## config.mk

```make
export PLATFORM = sky130hd
export DESIGN_NAME = ysyx_22040125_exec_seq
export DESIGN_NICKNAME = d
export VERILOG_FILES = /design/src/rtl/ysyx_22040125_seq_pkg.sv /design/src/rtl/ysyx_22040125_wait_timer.sv /design/src/rtl/ysyx_22040125_exec_seq.sv
export SDC_FILE = /design/constraint.sdc
export NUM_CORES = 1
export LEC_CHECK = 0
export ABC_AREA = 1
export CAP_MARGIN = 10
export CORE_AREA = 2 2 272 274
export CTS_CLUSTER_SIZE = 12
export DETAILED_ROUTE_END_ITERATION = 8
export DIE_AREA = 0 0 274 276
export PLACE_DENSITY = 0.69
export SLEW_MARGIN = 20
export SYNTH_ARGS = -nofsm -noshare
export SYNTH_HDL_FRONTEND = slang
export SYNTH_SLANG_ARGS = --single-unit
```

## constraint.sdc

```tcl
create_clock -name clk -period 2.5 [get_ports clk]
set_input_delay 0.25 -clock clk [delete_from_list [all_inputs] [get_ports clk]]
set_output_delay 0.25 -clock clk [all_outputs]
set_load 0.01 [all_outputs]
```

## src/rtl/ysyx_22040125_seq_pkg.sv

```systemverilog
// Shared types and constants for the multi-cycle execution sequencer.
// State encoding, halt-cause codes and instruction geometry live here.
package ysyx_22040125_seq_pkg;

    localparam int INST_W     = 32;
    localparam int INST_BYTES = 4;

    typedef enum logic [2:0] {
        ST_IF_REQ   = 3'd0,
        ST_IF_WAIT  = 3'd1,
        ST_EXEC     = 3'd2,
        ST_MEM_REQ  = 3'd3,
        ST_MEM_WAIT = 3'd4,
        ST_WB       = 3'd5,
        ST_HALT     = 3'd6
    } seq_state_e;

    typedef logic [1:0] halt_cause_t;

    localparam halt_cause_t HC_NONE    = 2'b00;
    localparam halt_cause_t HC_EBREAK  = 2'b01;
    localparam halt_cause_t HC_ILLEGAL = 2'b10;
    localparam halt_cause_t HC_TIMEOUT = 2'b11;

endpackage

```

## src/rtl/ysyx_22040125_wait_timer.sv

```systemverilog
// Per-transaction bus watchdog: a down-counter loaded with TIMEOUT_CYC on clear.
// expire fires on the enabled cycle that would exhaust the budget; TIMEOUT_CYC=0 never expires.
module ysyx_22040125_wait_timer #(
    parameter int unsigned TIMEOUT_CYC = 255
) (
    input  logic clk,
    input  logic rst,
    input  logic clear,
    input  logic count_en,
    output logic expire
);

    localparam int unsigned CNT_W = (TIMEOUT_CYC > 1) ? $clog2(TIMEOUT_CYC + 1) : 1;
    localparam logic [CNT_W-1:0] LOAD_VAL = CNT_W'(TIMEOUT_CYC);
    localparam logic [CNT_W-1:0] ONE      = CNT_W'(1);

    logic [CNT_W-1:0] remain_q;

    always_ff @(posedge clk or negedge rst) begin
        if (!rst) begin
            remain_q <= LOAD_VAL;
        end else if (clear) begin
            remain_q <= LOAD_VAL;
        end else if (count_en && (remain_q != '0)) begin
            remain_q <= remain_q - ONE;
        end
    end

    // Terminal-count compare; the disabled case has no terminal count at all.
    assign expire = (TIMEOUT_CYC != 0) && count_en && (remain_q == ONE);

endmodule

```

## src/rtl/ysyx_22040125_exec_seq.sv

```systemverilog
// Multi-cycle execution sequencer: owns PC, instruction latch, writeback timing,
// retire counting and halt around an external combinational decode/ALU/regfile.
//
// state       | meaning
// ------------+-----------------------------------------------------------
// IF_REQ      | fetch request presented, waiting for if_req_ready
// IF_WAIT     | fetch accepted, waiting for if_rsp_valid
// EXEC        | decode/ALU results sampled; pick halt, memory or writeback
// MEM_REQ     | data request presented, waiting for d_req_ready
// MEM_WAIT    | data accepted, waiting for load data / store ack
// WB          | regfile write strobe, retire, PC advance
// HALT        | sticky stop until reset
module ysyx_22040125_exec_seq
    import ysyx_22040125_seq_pkg::*;
#(
    parameter int              XLEN        = 64,
    parameter int              ADDR_W      = 32,
    parameter logic [XLEN-1:0] RESET_PC    = XLEN'(64'h8000_0000),
    parameter int unsigned     TIMEOUT_CYC = 255
) (
    input  logic              clk,
    input  logic              rst,
    output logic              if_req_valid,
    input  logic              if_req_ready,
    output logic [ADDR_W-1:0] if_addr,
    input  logic              if_rsp_valid,
    input  logic [INST_W-1:0] if_rsp_data,
    output logic [INST_W-1:0] inst,
    input  logic              dec_reg_wen,
    input  logic              dec_is_load,
    input  logic              dec_is_store,
    input  logic              dec_ebreak,
    input  logic              dec_illegal,
    input  logic              ex_redirect,
    input  logic [XLEN-1:0]   ex_next_pc,
    input  logic [XLEN-1:0]   ex_result,
    input  logic [ADDR_W-1:0] ex_mem_addr,
    input  logic [XLEN-1:0]   ex_wdata,
    output logic              d_req_valid,
    input  logic              d_req_ready,
    output logic              d_req_we,
    output logic [ADDR_W-1:0] d_addr,
    output logic [XLEN-1:0]   d_wdata,
    input  logic              d_rsp_valid,
    input  logic [XLEN-1:0]   d_rsp_data,
    output logic [XLEN-1:0]   pc,
    output logic              wb_en,
    output logic [XLEN-1:0]   wb_data,
    output logic              retire,
    output logic [63:0]       instret,
    output logic              halted,
    output logic [1:0]        halt_cause
);

    seq_state_e state_q, state_d;

    logic [XLEN-1:0]   pc_q;
    logic [INST_W-1:0] inst_q;
    logic [63:0]       instret_q;
    halt_cause_t       halt_cause_q;

    logic [XLEN-1:0]   result_q;
    logic [XLEN-1:0]   next_pc_q;
    logic              redirect_q;
    logic              reg_wen_q;
    logic              is_load_q;
    logic              is_store_q;
    logic [ADDR_W-1:0] mem_addr_q;
    logic [XLEN-1:0]   wdata_q;
    logic [XLEN-1:0]   load_q;

    logic              fsm_if_req;
    logic              halt_set;
    halt_cause_t       halt_code;

    logic              tmr_clear;
    logic              tmr_en;
    logic              tmr_expire;

    // Counting is kept outside the FSM block so expire never feeds back into its own enable.
    assign tmr_en = ((state_q == ST_IF_REQ)   && !if_req_ready) ||
                    ((state_q == ST_IF_WAIT)  && !if_rsp_valid) ||
                    ((state_q == ST_MEM_REQ)  && !d_req_ready)  ||
                    ((state_q == ST_MEM_WAIT) && !d_rsp_valid);

    assign tmr_clear = (state_d != state_q) &&
                       ((state_d == ST_IF_REQ) || (state_d == ST_MEM_REQ));

    ysyx_22040125_wait_timer #(
        .TIMEOUT_CYC (TIMEOUT_CYC)
    ) u_wait_timer (
        .clk      (clk),
        .rst      (rst),
        .clear    (tmr_clear),
        .count_en (tmr_en),
        .expire   (tmr_expire)
    );

    always_ff @(posedge clk or negedge rst) begin
        if (!rst) begin
            state_q <= ST_IF_REQ;
        end else begin
            state_q <= state_d;
        end
    end

    always_comb begin
        state_d     = state_q;
        fsm_if_req  = 1'b0;
        d_req_valid = 1'b0;
        wb_en       = 1'b0;
        retire      = 1'b0;
        halt_set    = 1'b0;
        halt_code   = HC_NONE;

        case (state_q)
            ST_IF_REQ: begin
                fsm_if_req = 1'b1;
                if (if_req_ready) begin
                    state_d = ST_IF_WAIT;
                end else if (tmr_expire) begin
                    state_d   = ST_HALT;
                    halt_set  = 1'b1;
                    halt_code = HC_TIMEOUT;
                end
            end
            ST_IF_WAIT: begin
                if (if_rsp_valid) begin
                    state_d = ST_EXEC;
                end else if (tmr_expire) begin
                    state_d   = ST_HALT;
                    halt_set  = 1'b1;
                    halt_code = HC_TIMEOUT;
                end
            end
            ST_EXEC: begin
                if (dec_illegal) begin
                    state_d   = ST_HALT;
                    halt_set  = 1'b1;
                    halt_code = HC_ILLEGAL;
                end else if (dec_ebreak) begin
                    // ebreak completes architecturally, so it counts as retired.
                    state_d   = ST_HALT;
                    halt_set  = 1'b1;
                    halt_code = HC_EBREAK;
                    retire    = 1'b1;
                end else if (dec_is_load || dec_is_store) begin
                    state_d = ST_MEM_REQ;
                end else begin
                    state_d = ST_WB;
                end
            end
            ST_MEM_REQ: begin
                d_req_valid = 1'b1;
                if (d_req_ready) begin
                    state_d = ST_MEM_WAIT;
                end else if (tmr_expire) begin
                    state_d   = ST_HALT;
                    halt_set  = 1'b1;
                    halt_code = HC_TIMEOUT;
                end
            end
            ST_MEM_WAIT: begin
                if (d_rsp_valid) begin
                    state_d = ST_WB;
                end else if (tmr_expire) begin
                    state_d   = ST_HALT;
                    halt_set  = 1'b1;
                    halt_code = HC_TIMEOUT;
                end
            end
            ST_WB: begin
                wb_en   = reg_wen_q && !is_store_q;
                retire  = 1'b1;
                state_d = ST_IF_REQ;
            end
            ST_HALT: begin
                state_d = ST_HALT;
            end
            default: begin
                state_d = ST_IF_REQ;
            end
        endcase
    end

    always_ff @(posedge clk or negedge rst) begin
        if (!rst) begin
            pc_q         <= RESET_PC;
            inst_q       <= '0;
            instret_q    <= '0;
            halt_cause_q <= HC_NONE;
            result_q     <= '0;
            next_pc_q    <= '0;
            redirect_q   <= 1'b0;
            reg_wen_q    <= 1'b0;
            is_load_q    <= 1'b0;
            is_store_q   <= 1'b0;
            mem_addr_q   <= '0;
            wdata_q      <= '0;
            load_q       <= '0;
        end else begin
            if ((state_q == ST_IF_WAIT) && if_rsp_valid) begin
                inst_q <= if_rsp_data;
            end
            if (state_q == ST_EXEC) begin
                result_q   <= ex_result;
                next_pc_q  <= ex_next_pc;
                redirect_q <= ex_redirect;
                reg_wen_q  <= dec_reg_wen;
                is_load_q  <= dec_is_load;
                is_store_q <= dec_is_store;
                mem_addr_q <= ex_mem_addr;
                wdata_q    <= ex_wdata;
            end
            if ((state_q == ST_MEM_WAIT) && d_rsp_valid && is_load_q) begin
                load_q <= d_rsp_data;
            end
            if (state_q == ST_WB) begin
                pc_q <= redirect_q ? next_pc_q : (pc_q + XLEN'(INST_BYTES));
            end
            if (retire) begin
                instret_q <= instret_q + 64'd1;
            end
            if (halt_set) begin
                halt_cause_q <= halt_code;
            end
        end
    end

    // The fetch request is combinational from state; hold it off while reset is asserted.
    assign if_req_valid = fsm_if_req && rst;
    assign if_addr      = pc_q[ADDR_W-1:0];
    assign inst         = inst_q;
    assign d_req_we     = is_store_q;
    assign d_addr       = mem_addr_q;
    assign d_wdata      = wdata_q;
    assign pc           = pc_q;
    assign wb_data      = is_load_q ? load_q : result_q;
    assign instret      = instret_q;
    assign halted       = (state_q == ST_HALT);
    assign halt_cause   = halt_cause_q;

endmodule

```

After elaboration in Yosys (flattened, before gate mapping)
Cells that the tools add are included.
- flip-flop bits (word level): 465
- bits of input ports: 332
- output and inout bits: 360
- word-level logic and storage cells: 87
- add/sub/neg operators: 3
- equal/unequal tests: 9
- multiplexer cells: 34
- reductions and logical operators: 26
- operators by type and width (operator ; count):
    $mux W64 ; 2
    $add A64 B1 Y64 const B ; 1
    $add A64 B3 Y64 const B ; 1
    $mux W3 ; 8
    $pmux W3 S6 ; 1
    $mux W8 ; 2
    $logic_and A1 B1 Y1 ; 12
    $mux W1 ; 12
    $mux W2 ; 6
    $pmux W2 S5 ; 1
    $eq A3 B2 Y1 const B ; 3
    $eq A3 B3 Y1 const B ; 3
    $eq A8 B1 Y1 const B ; 1
    $reduce_bool A8 Y1 ; 1
    $sub A8 B1 Y8 const B ; 1
    $logic_not A3 Y1 ; 2
    $logic_not A1 Y1 ; 5
    $logic_or A1 B1 Y1 ; 5
    $pmux W1 S5 ; 1
    $eq A3 B1 Y1 const B ; 1
    $ne A3 B3 Y1 ; 1
    $pmux W1 S2 ; 1
    $reduce_bool A2 Y1 ; 1

Depth between registers and ports, before layout
- depth in word-level cells: 13
- mapped depth: 15
- depth with buffers taken out: 13

Modules after synthesis
A second synthesis with hierarchy kept.
- cell total of the unflattened synthesis: 3110
- area total of the unflattened synthesis: 23276.1 µm²
- by module, submodules not included (module ; times used ; cells an instance ; area each (µm²) ; seq. area each (µm²)):
    ysyx_22040125_exec_seq ; 1 ; 3028 ; 22645.5 ; 11437.2
    ysyx_22040125_wait_timer ; 1 ; 82 ; 630.6 ; 210.2

Worst setup path after synthesis
No wires, ideal clock.
- path type: register -> register
- start: reg pc_q[2] (netlist: pc[2])
- end: reg pc_q[46] (netlist: pc[46])
- arrival: 1.947 ns
- slack: 0.487 ns
- cell stages (with the launch flop): 11
- path buffers: 0
- path through: dfrtp_1 ha_1 nand2_1 nor2_1 inv_1 nor2_1 nand3_1 or2_2 nand3_1 o211ai_1 nand2_1
- word-level cells in the longest chain between the ends: 2
- RTL lines (element ; line ; source):
    start: declaration ; ysyx_22040125_exec_seq.sv:57 ; logic [XLEN-1:0] pc_q;
    start signal: assignment ; ysyx_22040125_exec_seq.sv:219 ; pc_q <= redirect_q ? next_pc_q : (pc_q + XLEN'(INST_BYTES));
    $add A64 B3 Y64 ; ysyx_22040125_exec_seq.sv:219 ;
    $mux W64 ; ysyx_22040125_exec_seq.sv:219 ;
Every way passes these cells.
A chain may end at the register's enable or synchronous reset.

Worst setup path after layout
- start: reg is_load_q
- end: out wb_data[33]
- word-level cells in the longest chain between the ends: 1
- RTL lines (element ; line ; source):
    start: declaration ; ysyx_22040125_exec_seq.sv:66 ; logic is_load_q;
    start signal: assignment ; ysyx_22040125_exec_seq.sv:210 ; is_load_q <= dec_is_load;
    $mux W64 ; ysyx_22040125_exec_seq.sv:238 ; assign wb_data = is_load_q ? load_q : result_q;
    end: declaration ; ysyx_22040125_exec_seq.sv:48 ; output logic [XLEN-1:0] wb_data,
Every way passes these cells.

==> results.cfg <==
[floorplanning]
die_y_microns = 276
core_region_area_sq_um = 72590
io_pins = 692
fp.dieW_microns = 274
rows = 99
start_util_pct = 30.78
die-area_sq_um = 75620

[drt]
drt_first_pass_iters = 6
drc = 0
wl_per_cell_microns = 19.01
ant_nets = 0
vias = 21130
drt_iter0_drc = 1616
routed_wl_microns = 84560
via_per_inst = 4.750

[timing]
final.setup_skew_ns = 0.02433
fmax_mhz = 409.2
grt_setup_unrepaired = true
worst_slew_margin_rel_pct = 41.47
tns_ns = 0
setup_viol = 0
fin_crit_sh_pct = 97.75
hold_viol_final = 0
tightest_slew_ns = 0.8780
min_period_ns = 2.444
final_max_slew_viol_count = 0

[global_routing]
grt.total_usage_pct = 21.97
grt_max_degree = 138
grt_pass1_vias = 20990
grt_pass1_wl_microns = 128600
overflow = 0
antenna_found_initial = 12

[pwr]
finalPower_uw = 37090
power.leakage_uw = 0.01466
seqPwrFrac_pct = 35.2
power_frac_clock_pct = 22.4
switching_power_uw = 13910
combPwrFrac_pct = 42.4
p_int_uw = 23170
ir_drop_mv = 0.8027
p_per_area_nw_per_um2 = 1140
swShare_pct = 37.52

[clock_tree]
cts_root_buffer = clkbuf_16
cts.reportedPaths.clkPinSlew_ns = 0.06
clkSinkCount = 465
clockBufferDepth = 3
clock_latency_ns = 0.61
h-tree-depth = 2
cts_buffers = 55
cts_tree = built

[critical_path]
setup.worst_path.class = flop to output pin
cp-start-kind = flop
cp-end-kind = output pin
crit_arrival_ns = 2.19
required_ns = 2.25
path_max_fanout = 30

[synth]
synth-seq-cells = 465
yosys-top-cells-area = dfrtp_1 (51%), nand2_1 (16%), o21ai_0 (5.8%), inv_1 (4.4%), mux2_2 (3.2%)
syn-instance-count = 2761
ys_types = 42
syn-num-nets = 3098
synth_warnings = 0
synth.avg_cell_area_sq_um = 8.092
synth_top_area_share_pct = 51.08
yosysTopAreaCell = dfrtp_1
synth.yosys.seq_area_share_pct = 52.13
syn-cell-area_sq_um = 22340

[finish]
fill_cells = 7167
final_cells = 4448
synthToLayoutAreaGrowth_pct = 45.64
final_cell_mix = nand2_1 (974), clkdlybuf4s50_1 (661), dfrtp_1 (455)
seqCellArea_sq_um = 11650
drive_above_1_share_pct = 7.756
layout_commonest_cell = nand2_1
finalNetCount = 3781
multi_input_area_sq_um = 9081
final_cell_area_sq_um = 32540

[hold_path]
worstHoldPathType = input pin to async pin

[placement]
dp.cells = 4337
gp_congestion = 0.9688
io_buffer_count = 691
hpwl_microns = 63320
dpl-instance-area_sq_um = 30460

[run]
max-cap-violations = 0

[run_status]
status = completed
-- repair_timing --
item,4_1_cts,5_1_grt
gates cloned,3,0
buffers inserted,5,0
resized for setup,33,15
endpoints found under the hold margin,456,0
setup endpoints to repair,56,20
pin swaps,1,1
hold buffers,1,0
-- final timing paths --
path / startpoint / endpoint / slack, ns / cells past startpoint
worst max-delay path: is_load_q / wb_data[33] / 0.06 / 3
worst min-delay path: rst / instret[60] / 0.06 / 2
worst max register to register: pc[7] / pc[60] / 0.22 / 9
worst min register to register: inst[24] / inst[24] / 0.48 / 2
max in group asynchronous: rst / instret[53] / 1.36 / 3
min in group clk: ex_wdata[13] / d_wdata[13] / 0.16 / 3
-- stage by stage --
| stage | util [%] | hold WS (ns) | worst slack [ns] |
|---|---|---|---|
| 3_3_place_gp | 41.97 | 0.09524 | 0.05932 |
| 4_1_cts | 44.74 | 0.02823 | -0.001356 |
| 3_5_place_dp | 41.97 | 0.09693 | 0.002787 |
| 6_report | 44.83 | 0.05985 | 0.05636 |
| 2_1_floorplan | - | -0.04559 | 0.4871 |
| 5_1_grt | 44.82 | 0.06044 | -0.0002820 |
-- metal layers --
metal	global-route usage, %	vias to the layer above	part of all wire, %
li1	-	10170	-
met1	27.02	9984	40
met2	37.57	819	49
met3	4.516	156	7.2
met4	8.445	2	3.7
met5	0	-	0.015
-- registers in the layout (all words and copies together), names as in the netlist, 2 cells and up --
signal	cells
inst	32
result_q	64
pc	64
load_q	64
instret	64
state_q	3
next_pc_q	64
halt_cause	2
d_wdata	64
d_addr	32
u_wait_timer.remain_q	8
-- kinds of logic (layout without fill, tap and decap cells) --
family | count (synthesis) | in the layout | share of synthesized area, %
adders and majority gates | 5 | 5 | 0.2800
other | 0 | 8 | 0
and+or+nand+nor | 1420 | 1420 | 26.26
xor gates and xnor gates | 69 | 69 | 2.705
buffers and inverters | 402 | 1122 | 7.370
muxes | 64 | 64 | 3.226
AOI/OAI and AO/OA | 336 | 336 | 8.025
DFF | 465 | 465 | 52.13
-- layout make-up --
type | instances | area share, %
flip-flops and latches | 465 | 35.81
inverters | 266 | 3.092
well taps | 959 | 3.688
multi-input cells | 1894 | 27.91
clock buffers | 78 | 5.018
diodes | 8 | 0.06152
repair buffers | 762 | 23.70
clock inverters | 16 | 0.7229
-- cells in the mapped netlist, drive strengths merged --
cell / count
nor3: 74
mux2: 64
nand3b: 7
xor2: 49
nand4: 48
buf: 45
nor4: 4
dfstp: 9
clkbuf: 91
o21ai: 260
nand2: 981
a21oi: 32
o31ai: 1
xnor2: 20
nor3b: 4
or3: 1
a31oi: 1
nand2b: 1
dfrtp: 456
nand3: 109
inv: 266
nor2: 188
a22oi: 5
or2: 3
ha: 5
o22ai: 5
o221ai: 7
o211ai: 25
-- critical path, cell delays in order (launching register included) --
cell and delay (ns):
dfrtp_4 0.56, buf_12 0.19, o21ai_0 0.17, clkdlybuf4s50_1 0.64
-- power groups by stage --
stage	clock network, uW	logic [uW]	registers [uW]
floorplan	0	7040	13100
global placement	0	15500	13100
detailed placement	0	15700	13100
CTS	8540	15900	13000
global route	8840	17200	13400
finish	8320	15700	13000
Power figures use the tool's default switching activity.
